===== config.mk =====
export PLATFORM = sky130hd
export DESIGN_NAME = chan_stream_select
export DESIGN_NICKNAME = d
export VERILOG_FILES = /design/src/rtl/chan_stream_select.sv
export SDC_FILE = /design/constraint.sdc
export NUM_CORES = 1
export LEC_CHECK = 0
export CAP_MARGIN = 30
export CORE_MARGIN = 2
export CORE_UTILIZATION = 50
export DETAILED_ROUTE_END_ITERATION = 8
export HOLD_SLACK_MARGIN = 0.15
export PLACE_DENSITY = 0.82
export SYNTH_ARGS = -nofsm -noshare
export SYNTH_HDL_FRONTEND = slang
export SYNTH_SLANG_ARGS = --single-unit

===== constraint.sdc =====
create_clock -name clk -period 4.3 [get_ports clk]
set_input_delay 0.645 -clock clk [delete_from_list [all_inputs] [get_ports clk]]
set_output_delay 0.645 -clock clk [all_outputs]
set_load 0.1 [all_outputs]

===== src/rtl/chan_stream_select.sv =====
// Channelizer output/bypass stage: steers raw samples into the core or straight to the output.
// Mode changes only on packet boundaries. The output is a 2-entry registered skid buffer with 1-cycle latency.
module chan_stream_select #(
    parameter int DATA_W    = 32,
    parameter int USER_W    = 16,
    parameter int CHAN_W    = 8,
    parameter int LEN_W     = 16,
    parameter int DRAIN_CYC = 64
) (
    input  logic              clk,
    input  logic              sync_reset,
    input  logic              s_raw_tvalid,
    input  logic [DATA_W-1:0] s_raw_tdata,
    output logic              s_raw_tready,
    output logic              c_in_tvalid,
    output logic [DATA_W-1:0] c_in_tdata,
    input  logic              c_in_tready,
    input  logic              c_out_tvalid,
    input  logic [DATA_W-1:0] c_out_tdata,
    input  logic [USER_W-1:0] c_out_tuser,
    input  logic              c_out_tlast,
    output logic              c_out_tready,
    output logic              m_axis_tvalid,
    output logic [DATA_W-1:0] m_axis_tdata,
    output logic [USER_W-1:0] m_axis_tuser,
    output logic              m_axis_tlast,
    input  logic              m_axis_tready,
    input  logic              cfg_bypass,
    input  logic [LEN_W-1:0]  cfg_byp_pkt_len,
    input  logic [CHAN_W-1:0] cfg_chan_first_num,
    output logic              first_channel,
    output logic [1:0]        mode_state
);
    localparam int BEAT_W = DATA_W + USER_W + 2;
    localparam int IDLE_W = (DRAIN_CYC > 1) ? $clog2(DRAIN_CYC) : 1;
    localparam logic [IDLE_W-1:0] IDLE_MAX = IDLE_W'(DRAIN_CYC - 1);

    typedef enum logic [1:0] {
        ST_CHAN  = 2'd0,
        ST_DRAIN = 2'd1,
        ST_BYP   = 2'd2,
        ST_FIN   = 2'd3
    } state_t;

    state_t            state_q, state_d;
    logic [BEAT_W-1:0] out_q, skid_q, in_beat;
    logic              out_vld_q, skid_vld_q;
    logic [IDLE_W-1:0] idle_q;
    logic              last_tlast_q;
    logic [LEN_W-1:0]  byp_cnt_q, byp_len_q, len_cfg, len_eff;
    logic              up_rdy, in_vld, acc, byp_sel, byp_last, core_acc;

    // Upstream ready depends only on skid occupancy, never on m_axis_tready.
    assign up_rdy   = !skid_vld_q && !sync_reset;
    assign len_cfg  = (cfg_byp_pkt_len == '0) ? LEN_W'(1) : cfg_byp_pkt_len;
    assign len_eff  = (byp_cnt_q == '0) ? len_cfg : byp_len_q;
    assign byp_last = (byp_cnt_q == len_eff - LEN_W'(1));
    assign byp_sel  = (state_q == ST_BYP) || (state_q == ST_FIN);
    assign acc      = in_vld && up_rdy;
    assign core_acc = c_out_tvalid && c_out_tready;

    assign c_in_tdata = s_raw_tdata;
    assign in_beat = byp_sel ?
        {s_raw_tdata, {USER_W{1'b0}}, byp_last, 1'b0} :
        {c_out_tdata, c_out_tuser, c_out_tlast, (c_out_tuser[CHAN_W-1:0] == cfg_chan_first_num)};

    always_comb begin
        state_d      = state_q;
        in_vld       = 1'b0;
        c_in_tvalid  = 1'b0;
        s_raw_tready = 1'b0;
        c_out_tready = 1'b0;
        case (state_q)
            ST_CHAN: begin
                c_in_tvalid  = s_raw_tvalid && !sync_reset;
                s_raw_tready = c_in_tready && !sync_reset;
                c_out_tready = up_rdy;
                in_vld       = c_out_tvalid;
                if (cfg_bypass) state_d = ST_DRAIN;
            end
            ST_DRAIN: begin
                c_out_tready = up_rdy;
                in_vld       = c_out_tvalid;
                // Leave only when the core is idle and its last beat closed a packet.
                if (!cfg_bypass) state_d = ST_CHAN;
                else if (idle_q == IDLE_MAX && last_tlast_q && !c_out_tvalid) state_d = ST_BYP;
            end
            ST_BYP: begin
                s_raw_tready = up_rdy;
                in_vld       = s_raw_tvalid;
                if (!cfg_bypass) state_d = (byp_cnt_q == '0) ? ST_CHAN : ST_FIN;
            end
            ST_FIN: begin
                // Only the remainder of the open packet is taken; no new packet starts here.
                s_raw_tready = up_rdy && (byp_cnt_q != '0);
                in_vld       = s_raw_tvalid && (byp_cnt_q != '0);
                if (cfg_bypass) state_d = ST_BYP;
                else if (byp_cnt_q == '0 || (s_raw_tvalid && s_raw_tready && byp_last)) state_d = ST_CHAN;
            end
        endcase
    end

    always_ff @(posedge clk) begin
        if (sync_reset) begin
            state_q      <= ST_CHAN;
            out_q        <= '0;
            skid_q       <= '0;
            out_vld_q    <= 1'b0;
            skid_vld_q   <= 1'b0;
            idle_q       <= '0;
            last_tlast_q <= 1'b1;
            byp_cnt_q    <= '0;
            byp_len_q    <= '0;
        end else begin
            state_q <= state_d;
            if (state_q != ST_DRAIN || c_out_tvalid) idle_q <= '0;
            else if (idle_q != IDLE_MAX) idle_q <= idle_q + IDLE_W'(1);
            if (core_acc) last_tlast_q <= c_out_tlast;
            if (acc && byp_sel) begin
                if (byp_cnt_q == '0) byp_len_q <= len_cfg;
                byp_cnt_q <= byp_last ? '0 : byp_cnt_q + LEN_W'(1);
            end
            if (!out_vld_q || m_axis_tready) begin
                if (skid_vld_q) begin
                    out_q      <= skid_q;
                    out_vld_q  <= 1'b1;
                    skid_vld_q <= 1'b0;
                end else begin
                    out_vld_q <= acc;
                    if (acc) out_q <= in_beat;
                end
            end else if (acc) begin
                skid_q     <= in_beat;
                skid_vld_q <= 1'b1;
            end
        end
    end

    assign {m_axis_tdata, m_axis_tuser, m_axis_tlast, first_channel} = out_q;
    assign m_axis_tvalid = out_vld_q;
    assign mode_state    = state_q;
endmodule

==> results of run 1 <==
## cell type report
class,count,area [um2]
Fill cell,1251,4840
Clock inverter,10,104
Inverter,11,41.3
Sequential cell,143,2870
Clock buffer,22,454
Timing Repair Buffer,235,2330
Multi-Input combinational cell,716,4330
Tap cell,188,235
## sequential cells by signal (all words and copies together), names as in the netlist
| signal | cells |
|---|---|
| byp_cnt_q | 16 |
| byp_len_q | 16 |
| idle_q | 6 |
| last_tlast_q | 1 |
| m_axis_tvalid | 1 |
| mode_state | 2 |
| out_q | 50 |
| skid_q | 50 |
| skid_vld_q | 1 |
## report_power, final
part / leakage (uW) / internal [uW] / switching, uW
Sequential: 0.00116 / 1360 / 23.9
Clock: 0.000264 / 820 / 585
Combinational: 0.00213 / 255 / 524
Total: 0.00355 / 2440 / 1130
## how the worst min path moves through the flow
stage / to
2_1_floorplan: byp_len_q[15]
3_3_place_gp: out_q[29]
3_5_place_dp: out_q[41]
4_1_cts: out_q[47]
5_1_grt: skid_q[4]
6_report: out_q[47]
## layout by cell type (no fill, tap or decap), types with 3 or more instances in the layout
master,instances
nor3_1,29
nand3b_1,17
nand3_1,17
buf_12,3
nor2b_1,6
dfxtp_1,141
buf_4,36
xor2_1,16
a211oi_1,52
clkbuf_1,4
o21ai_0,39
o31ai_1,3
clkdlybuf4s50_1,194
mux2i_1,50
ha_1,4
nand4_1,11
clkbuf_16,17
a31oi_1,3
inv_1,11
a21oi_1,81
or4_1,5
clkinvlp_4,3
inv_6,3
nor3b_1,18
nor2_1,90
xnor2_1,30
a41oi_1,3
nand2b_1,10
and4_1,5
o21bai_1,3
nor4_1,7
nand2_1,169
## worst min-delay path: cells and delay by family (launching register included)
family	cells	cell delay, ns
flops	1	0.30
simple gates	1	0.05
compound gates	1	0.05
## repair_timing
action                                 CTS  global route
gates resized for setup                  0             1
setup endpoints to repair                0            19
endpoints found under the hold margin    0             0
## through the flow
step                worst slack, ns  area [um2]
detailed placement           0.0350        9770
floorplan                     0.152        7760
CTS                           0.305       10300
global placement             0.0920        9740
finish                        0.407       10400
global route                  0.134       10400
## per-layer routing
| metal | part of all wire, % | GRT usage (%) | vias up |
|---|---|---|---|
| met2 | 48 | 44.1 | 249 |
| met3 | 7.7 | 8.90 | 26 |
| met5 | 0 | 0 | - |
| li1 | - | - | 3686 |
| met1 | 43 | 32.8 | 3438 |
| met4 | 1.4 | 7.54 | 0 |
## cells by family after synthesis
logic type | synth area share (%)
and+or+nand+nor | 26.2
DFF | 36.9
muxes | 6.60
adders and majority gates | 0.646
buffers and inverters | 7.57
xor gates and xnor gates | 5.20
AOI/OAI and AO/OA | 16.8
==> qor.csv, run 1 <==
stage,metric,value,unit
outcome,status,"finished, final reports clean",
timing,fin_skew,0.0106,ns
critical_path,crit_buf_inv,3,
synthesis,yosysWarnings,0,
critical_path,worst-path-max-fanout,14,
critical_path,worstSetupStartpoint,cfg_byp_pkt_len[6],
detailed_routing,avgViaCountPerCell,5.58,
synthesis,syn_inst,973,
placement,gp_congestion,0.961,
floorplan,die_y,129,um
critical_path,regToRegSetupSlack,0.43,ns
placement,hpwl,15000,um
timing,max_slew.worst_pin.slew,1.04,ns
synthesis,synth_edf_count,0,
placement,io_buffers,199,
detailed_routing,ant_nets,0,
clock_tree,cts_tree,yes,
cells_and_area,drive_gt1_share,8.53,%
job,maxCapViolations,0,
floorplan,num_rows,45,
critical_path,crit_slowest_cell,or4_4,
grt,grt_first_pass_wirelength,35000,um
synthesis,synthesis.area,7750,um2
pwr,p_leak,0.00355,uW
critical_path,crit_chain,clkdlybuf4s50_1 -> or4_4 -> nor2_1 -> a31oi_1 -> a21oi_1 -> inv_1 -> ha_1 -> nand2b_1 -> xnor2_1 -> mux2i_1 -> xnor2_1 -> or3_4 -> a2111oi_4 -> nand3_2 -> o21bai_2 -> buf_12 -> nor2_1,
pwr,p_per_area,344,nW/um2
critical_path,worst-path-stages,17,
timing,rsz0062_at_grt,false,
detailed_routing,drc,0,
grt,grt_max_degree,103,
floorplan,start_util,51.0,%
timing,fin_crit,3.89,ns
cells_and_area,utilization,68.1,%
synthesis,yosys-top-cells-count,"nand2_1 (169), dfxtp_1 (143), nor2_1 (92)",
detailed_routing,wl,21900,um
cells_and_area,area_growth,33.7,%
synthesis,synth_top_area_cell,dfxtp_1,
floorplan,die_area,16500,um2
floorplan,die_w,129,um
synthesis,syn_nets,1089,
critical_path,worstReg2RegStart,byp_cnt_q[0],
pwr,finalPower,3570,uW
clock_tree,clk_pin_slew,0.06,ns
detailed_routing,firstDrtPassIters,5,
synthesis,post-synth-top-count-cell,nand2_1,
clock_tree,cts.path.max_buffers,2,
timing,finalSetupTns,0,ns
clock_tree,holdBufCountCts,0,
synthesis,syn_avg_cell_area,7.96,um2
grt,antenna_found_initial,0,
critical_path,worstPathArrival,4.20,ns
timing,fmax,0.257,GHz
detailed_routing,wire_per_inst,16.6,um
detailed_routing,drtIter0Drc,458,
synthesis,ys_seq_area_share,36.9,%
timing,timing.final.hold_violations,0,
synthesis,ys.flop_type,dfxtp_1,
critical_path,crit_family,simple AND/OR/NAND/NOR gates,
timing,period_share,90.5,%
critical_path,max_stage_delay,0.55,ns
critical_path,critPathRequiredTime,4.61,ns
placement,dp.cells,1292,
cells_and_area,nNetsFinal,1240,
cells_and_area,insertedDiodeCount,0,
timing,slew_viol_final,0,
clock_tree,cts_setup_buffers,0,
hold_path,hold_depth,2,
grt,first_global_vias,7034,
clock_tree,root_buffer,clkbuf_16,
detailed_routing,vias,7399,
critical_path,worst_r2r_endpoint,byp_cnt_q[13],
synthesis,synth.ff_latch_count,143,
grt,grt-ovfl-total,0,
critical_path,critical_path_class,primary input to flip-flop,
synthesis,synth_top_cells_by_area,"dfxtp_1 (37%), nand2_1 (8.2%), mux2i_1 (6.5%), a21oi_1 (5.2%), a211oi_1 (5.0%)",
grt,grt_util_all_layers,26.5,%
clock_tree,cts_inserted_buffers,17,
floorplan,ioPinCount,200,
hold_path,min_from,out_q[47],
synthesis,ys_async_sr_fraction,0,%
clock_tree,htree_levels,4,
clock_tree,clk_latency,0.42,ns
critical_path,cp-end-kind,flip-flop,
timing,finalSetupViolCount,0,
pwr,vdd_drop_max,0.289,mV
timing,slew_headroom,30.4,%
synthesis,synth.top_cell.area_share,36.9,%
clock_tree,cts_sinks,143,
critical_path,crit_end,byp_cnt_q[13],
cells_and_area,final_cells,1325,
timing,hold_ws,0.448,ns
hold_path,hold_class,flip-flop to flip-flop,
critical_path,reg2reg_depth,17,
floorplan,core,15200,um2
synthesis,ys_types,69,
critical_path,start_kind,primary input,
Note: power is estimated with default switching activity, not from simulation.
==> run 2, diff against run 1 <==
Settings changed: ABC_CLOCK_PERIOD_IN_PS from default to 4300, CORE_ASPECT_RATIO from default to 1.75, TNS_END_PERCENT from default to 100.
==> run 2 against run 1 <==
- flip-flop and latch count did not move
- clock power rose by 4%
- worst hold slack improved by 0.0016 ns
- non-clock buffer count rose by 5
- first-iteration DRC count fell by 22%
- largest cell class unchanged
==> qor.csv, run 2 (synthesis results as in run 1) <==
stage,metric,value,unit,change
clock_tree,clk_latency,0.42,ns,about the same
detailed_routing,drt-met1-wl,8250,um,was 9330 um
detailed_routing,avgViaCountPerCell,5.73,,was 5.58
clock_tree,post_cts_resized,0,,unchanged
pwr,switchingPower,1220,uW,was 1130 uW
outcome,status,"finished, final reports clean",,unchanged
clock_tree,holdBufCountCts,0,,unchanged
floorplan,die_w,98.1,um,was 129 um
detailed_routing,vias,7610,,was 7399
cells_and_area,final_common_cell,clkdlybuf4s50_1,,unchanged
placement,io_buffers,199,,unchanged
critical_path,worstReg2RegStart,byp_cnt_q[8],,was byp_cnt_q[0]
hold_path,min_from,out_q[33],,was out_q[47]
pwr,finalPower,3620,uW,was 3570 uW
timing,fin_skew,0.0105,ns,was 0.0106 ns
detailed_routing,drtIter0Drc,356,,was 458
floorplan,core,15200,um2,about the same
pwr,pwr-share-seq,38.3,%,was 38.8%
grt,grt_util_all_layers,27.3,%,was 26.5%
critical_path,worst-path-max-fanout,7,,was 14
clock_tree,cts_setup_buffers,0,,unchanged
clock_tree,root_buffer,clkbuf_16,,unchanged
timing,timing.final.hold_violations,0,,unchanged
clock_tree,cts_sinks,143,,unchanged
cells_and_area,top_regs,"out_q x50, skid_q x50",,unchanged
floorplan,die_area,16600,um2,was 16500 um2
pwr,p_per_area,349,nW/um2,was 344 nW/um2
detailed_routing,wl_met3,1440,um,was 1690 um
grt,antenna_found_initial,0,,unchanged
clock_tree,cts_tree,yes,,unchanged
timing,rsz0062_at_grt,false,,unchanged
timing,slew_viol_final,0,,unchanged
floorplan,num_rows,60,,was 45
clock_tree,htree_levels,4,,unchanged
detailed_routing,ant_nets,0,,unchanged
placement,placed_cell_area,9780,um2,was 9770 um2
hold_path,hold_class,flip-flop to flip-flop,,unchanged
critical_path,worst_r2r_endpoint,mode_state[0],,was byp_cnt_q[13]
grt,grt_first_pass_wirelength,36700,um,was 35000 um
placement,gp_congestion,0.944,,was 0.961
critical_path,critical_path_class,flip-flop to flip-flop,,was primary input to flip-flop
detailed_routing,route.top_layer_used,met4,,unchanged
critical_path,cp_common_cell,mux2i_1,,
cells_and_area,nNetsFinal,1245,,was 1240
detailed_routing,firstDrtPassIters,4,,was 5
critical_path,crit_end,mode_state[0],,was byp_cnt_q[13]
critical_path,start_kind,flip-flop,,was primary input
critical_path,crit_chain,nor4_4 -> and4_4 -> mux2i_1 -> ha_1 -> nand2b_1 -> buf_4 -> nor4_1 -> mux2i_1 -> o311ai_1 -> mux2i_1 -> a21oi_1 -> buf_4 -> nand4_2 -> a221o_1 -> a21oi_2,,was clkdlybuf4s50_1 -> or4_4 -> nor2_1 -> a31oi_1 -> a21oi_1 -> inv_1 -> ha_1 -> nand2b_1 -> xnor2_1 -> mux2i_1 -> xnor2_1 -> or3_4 -> a2111oi_4 -> nand3_2 -> o21bai_2 -> buf_12 -> nor2_1
clock_tree,cts.path.max_buffers,2,,unchanged
pwr,intPower,2400,uW,was 2440 uW
detailed_routing,wire_per_inst,17.1,um,was 16.6 um
cells_and_area,final_cell_area,10400,um2,about the same
cells_and_area,drive_gt1_share,9.19,%,was 8.53%
pwr,swShare,33.7,%,was 31.7%
cells_and_area,insertedDiodeCount,0,,unchanged
timing,fin_crit,4.00,ns,was 3.89 ns
timing,period_share,93.0,%,was 90.5%
timing,finalSetupViolCount,0,,unchanged
floorplan,ioPinCount,200,,unchanged
grt,grt-ovfl-total,0,,unchanged
timing,max_slew.worst_pin.slew,1.11,ns,was 1.04 ns
pwr,vdd_drop_max,0.229,mV,was 0.289 mV
critical_path,worstSetupStartpoint,byp_cnt_q[8],,was cfg_byp_pkt_len[6]
critical_path,critPathRequiredTime,4.65,ns,was 4.61 ns
detailed_routing,wl_met2,11800,um,was 10600 um
floorplan,die_y,169,um,was 129 um
timing,fmax,0.250,GHz,was 0.257 GHz
timing,hold_ws,0.449,ns,was 0.448 ns
critical_path,worstPathArrival,4.35,ns,was 4.20 ns
grt,first_global_vias,7591,,was 7034
pwr,p_leak,0.00358,uW,was 0.00355 uW
floorplan,start_util,50.9,%,was 51.0%
cells_and_area,final_cells,1328,,was 1325
critical_path,max_stage_delay,0.46,ns,was 0.55 ns
critical_path,regToRegSetupSlack,0.30,ns,was 0.43 ns
cells_and_area,area_growth,33.7,%,about the same
detailed_routing,wl,22700,um,was 21900 um
placement,hpwl,16400,um,was 15000 um
cells_and_area,utilization,68.0,%,was 68.1%
clock_tree,clk_pin_slew,0.07,ns,was 0.06 ns
critical_path,crit_slowest_cell,nor4_4,,was or4_4
pwr,power_frac_comb,21.4,%,was 21.8%
grt,grt_max_degree,85,,was 103
critical_path,cp-end-kind,flip-flop,,unchanged
detailed_routing,drc,0,,unchanged
job,maxCapViolations,0,,unchanged
clock_tree,cts_inserted_buffers,17,,unchanged
cells_and_area,most-common-layout-cells,"clkdlybuf4s50_1 (194), nand2_1 (169), dfxtp_1 (141)",,unchanged
placement,dp.cells,1296,,was 1292
timing,slew_headroom,25.3,%,was 30.4%
critical_path,reg2reg_depth,15,,was 17
pwr,power_frac_clock,40.3,%,was 39.4%
==> run 2: cell types whose count changed in the layout (fill, tap and decap cells not counted), moves of 2 or more <==
cell        delta
buf_4          +8
clkbuf_1       -4
inv_8          +3
buf_16         -2
clkinv_8       +2
clkinvlp_4     -2
inv_6          +2
==> run 2: power by group through the flow <==
stage                     clock (uW)  combinational [uW]  sequential (uW)
final                           1460                 776             1390
after CTS                       1480                 777             1390
after floorplan                    0                 323             1610
after global routing            1530                 813             1390
after global placement             0                 769             1410
after detailed placement           0                 775             1410
==> run 2: area by class of cell <==
type	instances	area [um2]
multi-input combinational	716	4320
tap	186	233
clock inverter	14	146
sequential	143	2870
clock buffer	18	439
timing repair buffer	240	2310
inverter	11	41.3
fill	1209	4880
==> run 2: worst min path at each step <==
stage	to	slack [ns]	depth (start not counted)
3_5_place_dp	out_q[33]	0.44	2
5_1_grt	byp_len_q[15]	0.46	2
3_3_place_gp	out_q[22]	0.44	2
6_report	out_q[33]	0.45	2
4_1_cts	out_q[30]	0.45	2
2_1_floorplan	byp_len_q[15]	0.43	2
==> run 2: metal layers <==
layer  global-route usage, %  vias to the layer above
li1                        -                     3694
met1                    28.4                     3544
met2                    49.3                      289
met3                    6.19                       83
met4                    16.4                        0
met5                       0                        -
==> run 2: through the flow <==
| step | worst slack (ns) | setup TNS (ns) |
|---|---|---|
| after floorplan | 0.152 | 0 |
| after global placement | 0.0829 | 0 |
| after detailed placement | -0.00270 | -0.00270 |
| after CTS | 0.354 | 0 |
| after global routing | 0.0562 | 0 |
| final | 0.299 | 0 |
==> run 2: worst max-delay path: cells and delay by family (launching register included) <==
kind | cells | cell delay (ns)
and+or+nand+nor | 5 | 1.40
AOI/OAI and AO/OA | 4 | 0.92
muxes | 3 | 0.67
DFF | 1 | 0.38
buffers and inverters | 2 | 0.31
adders and majority gates | 1 | 0.26
==> run 3, diff against run 2 <==
Settings changed: SLEW_MARGIN from default to 20.
==> run 3 against run 2 <==
- combinational power is essentially flat
- sequential share of layout area is essentially flat
- via count grew 0.88%
- global-route usage is the same
- clock-buffer cell count is the same
- worst setup slack lost 0.042 ns
- register-to-register slack lost 0.04 ns
- critical path type unchanged
- largest cell class unchanged
- largest power group unchanged
==> qor.csv, run 3 (synthesis results as in run 1) <==
stage,metric,value,unit,change
outcome,status,"finished, final reports clean",,unchanged
clock_tree,clk_latency,0.43,ns,was 0.42 ns
timing,period_share,94.0,%,was 93.0%
critical_path,worstPathArrival,4.39,ns,was 4.35 ns
cells_and_area,drive_gt1_share,9.27,%,was 9.19%
placement,hpwl,16400,um,unchanged
job,maxCapViolations,0,,unchanged
placement,dp.cells,1296,,unchanged
cells_and_area,most-common-layout-cells,"clkdlybuf4s50_1 (194), nand2_1 (169), dfxtp_1 (141)",,unchanged
clock_tree,post_cts_resized,0,,unchanged
pwr,p_per_area,349,nW/um2,about the same
clock_tree,cts.path.max_buffers,2,,unchanged
cells_and_area,top_regs,"out_q x50, skid_q x50",,unchanged
floorplan,die_area,16600,um2,unchanged
cells_and_area,final_common_cell,clkdlybuf4s50_1,,unchanged
detailed_routing,avgViaCountPerCell,5.78,,was 5.73
grt,first_global_vias,7591,,unchanged
pwr,p_leak,0.00358,uW,about the same
clock_tree,cts_setup_buffers,0,,unchanged
detailed_routing,firstDrtPassIters,5,,was 4
cells_and_area,filler_cell_count,1207,,was 1209
cells_and_area,area_growth,33.8,%,was 33.7%
grt,grt_max_degree,85,,unchanged
cells_and_area,nNetsFinal,1246,,was 1245
critical_path,worst-path-max-fanout,7,,unchanged
grt,antenna_found_initial,0,,unchanged
cells_and_area,final_cells,1329,,was 1328
clock_tree,holdBufCountCts,0,,unchanged
timing,slew_headroom,31.2,%,was 25.3%
timing,timing.final.hold_violations,0,,unchanged
grt,grt_util_all_layers,27.3,%,unchanged
timing,fin_crit,4.04,ns,was 4.00 ns
timing,slew_viol_final,0,,unchanged
clock_tree,cts_inserted_buffers,17,,unchanged
hold_path,hold_class,flip-flop to flip-flop,,unchanged
clock_tree,clk_pin_slew,0.07,ns,about the same
timing,fin_skew,0.0121,ns,was 0.0105 ns
floorplan,die_y,169,um,unchanged
placement,io_buffers,199,,unchanged
detailed_routing,wl,22800,um,was 22700 um
cells_and_area,insertedDiodeCount,0,,unchanged
detailed_routing,vias,7677,,was 7610
grt,grt_first_pass_wirelength,36700,um,unchanged
detailed_routing,wire_per_inst,17.2,um,was 17.1 um
pwr,vdd_drop_max,0.229,mV,about the same
pwr,finalPower,3620,uW,about the same
critical_path,critPathRequiredTime,4.65,ns,about the same
clock_tree,root_buffer,clkbuf_16,,unchanged
cells_and_area,utilization,68.0,%,about the same
clock_tree,htree_levels,4,,unchanged
critical_path,critical_path_class,flip-flop to flip-flop,,unchanged
floorplan,ioPinCount,200,,unchanged
timing,max_slew.worst_pin.slew,1.03,ns,was 1.11 ns
timing,finalSetupViolCount,0,,unchanged
floorplan,core,15200,um2,unchanged
critical_path,cp-end-kind,flip-flop,,unchanged
floorplan,start_util,50.9,%,unchanged
clock_tree,cts_tree,yes,,unchanged
detailed_routing,drtIter0Drc,417,,was 356
placement,gp_congestion,0.944,,unchanged
timing,finalSetupTns,0,ns,unchanged
timing,fmax,0.247,GHz,was 0.250 GHz
detailed_routing,drc,0,,unchanged
detailed_routing,ant_nets,0,,unchanged
cells_and_area,register_area,2870,um2,unchanged
grt,grt-ovfl-total,0,,unchanged
cells_and_area,final_cell_area,10400,um2,about the same
critical_path,start_kind,flip-flop,,unchanged
timing,rsz0062_at_grt,false,,unchanged
floorplan,num_rows,60,,unchanged
clock_tree,cts_sinks,143,,unchanged
cells_and_area,multi_input_area,4320,um2,unchanged
placement,placed_cell_area,9780,um2,unchanged
floorplan,die_w,98.1,um,unchanged
## run 3: changes by cell type in the layout (fill, tap and decap cells not counted)
cell	previous run	this run
buf_2	0	1
## run 3: final cells by class
cell class                 count  area share (%)
clock inverter                14            1.41
inverter                      11           0.398
tap                          186            2.24
timing repair buffer         241            22.3
sequential                   143            27.7
multi-input combinational    716            41.7
clock buffer                  18            4.24
## run 3: critical path, cell delays in order (launching register included)
cell and delay, ns:
dfxtp_1 0.38, nor4_4 0.46, and4_4 0.34, mux2i_1 0.36
ha_1 0.26, nand2b_1 0.10, buf_4 0.16, nor4_1 0.38
mux2i_1 0.17, o311ai_1 0.29, mux2i_1 0.17, a21oi_1 0.16
buf_4 0.15, nand4_2 0.11, a221o_1 0.36, a21oi_2 0.11
## run 3: final timing paths
path,from,endpoint,slack (ns),cells past startpoint
max,byp_cnt_q[8],mode_state[0],0.26,15
min reg2reg,out_q[33],out_q[33],0.45,2
min,out_q[33],out_q[33],0.45,2
max reg2reg,byp_cnt_q[8],mode_state[0],0.26,15
## run 3: power by group
| group | internal [uW] | leakage (uW) | total [uW] | switching, uW |
|---|---|---|---|---|
| clock network | 790 | 0.000286 | 1460 | 670 |
| registers | 1360 | 0.00116 | 1390 | 26.2 |
| logic | 252 | 0.00214 | 777 | 525 |
| total | 2400 | 0.00358 | 3620 | 1220 |
## run 3: through the flow
step | setup WS, ns | hold slack, ns
after global routing | 0.0562 | 0.465
after floorplan | 0.152 | 0.431
after CTS | 0.354 | 0.452
final | 0.257 | 0.449
after global placement | 0.0829 | 0.437
after detailed placement | -0.00270 | 0.445
## run 3: layer usage
metal  GRT usage [%]  share of wire [%]
met5               0                  0
met4            16.4                5.3
met3            6.19                6.7
met2            49.3                 52
met1            28.4                 36
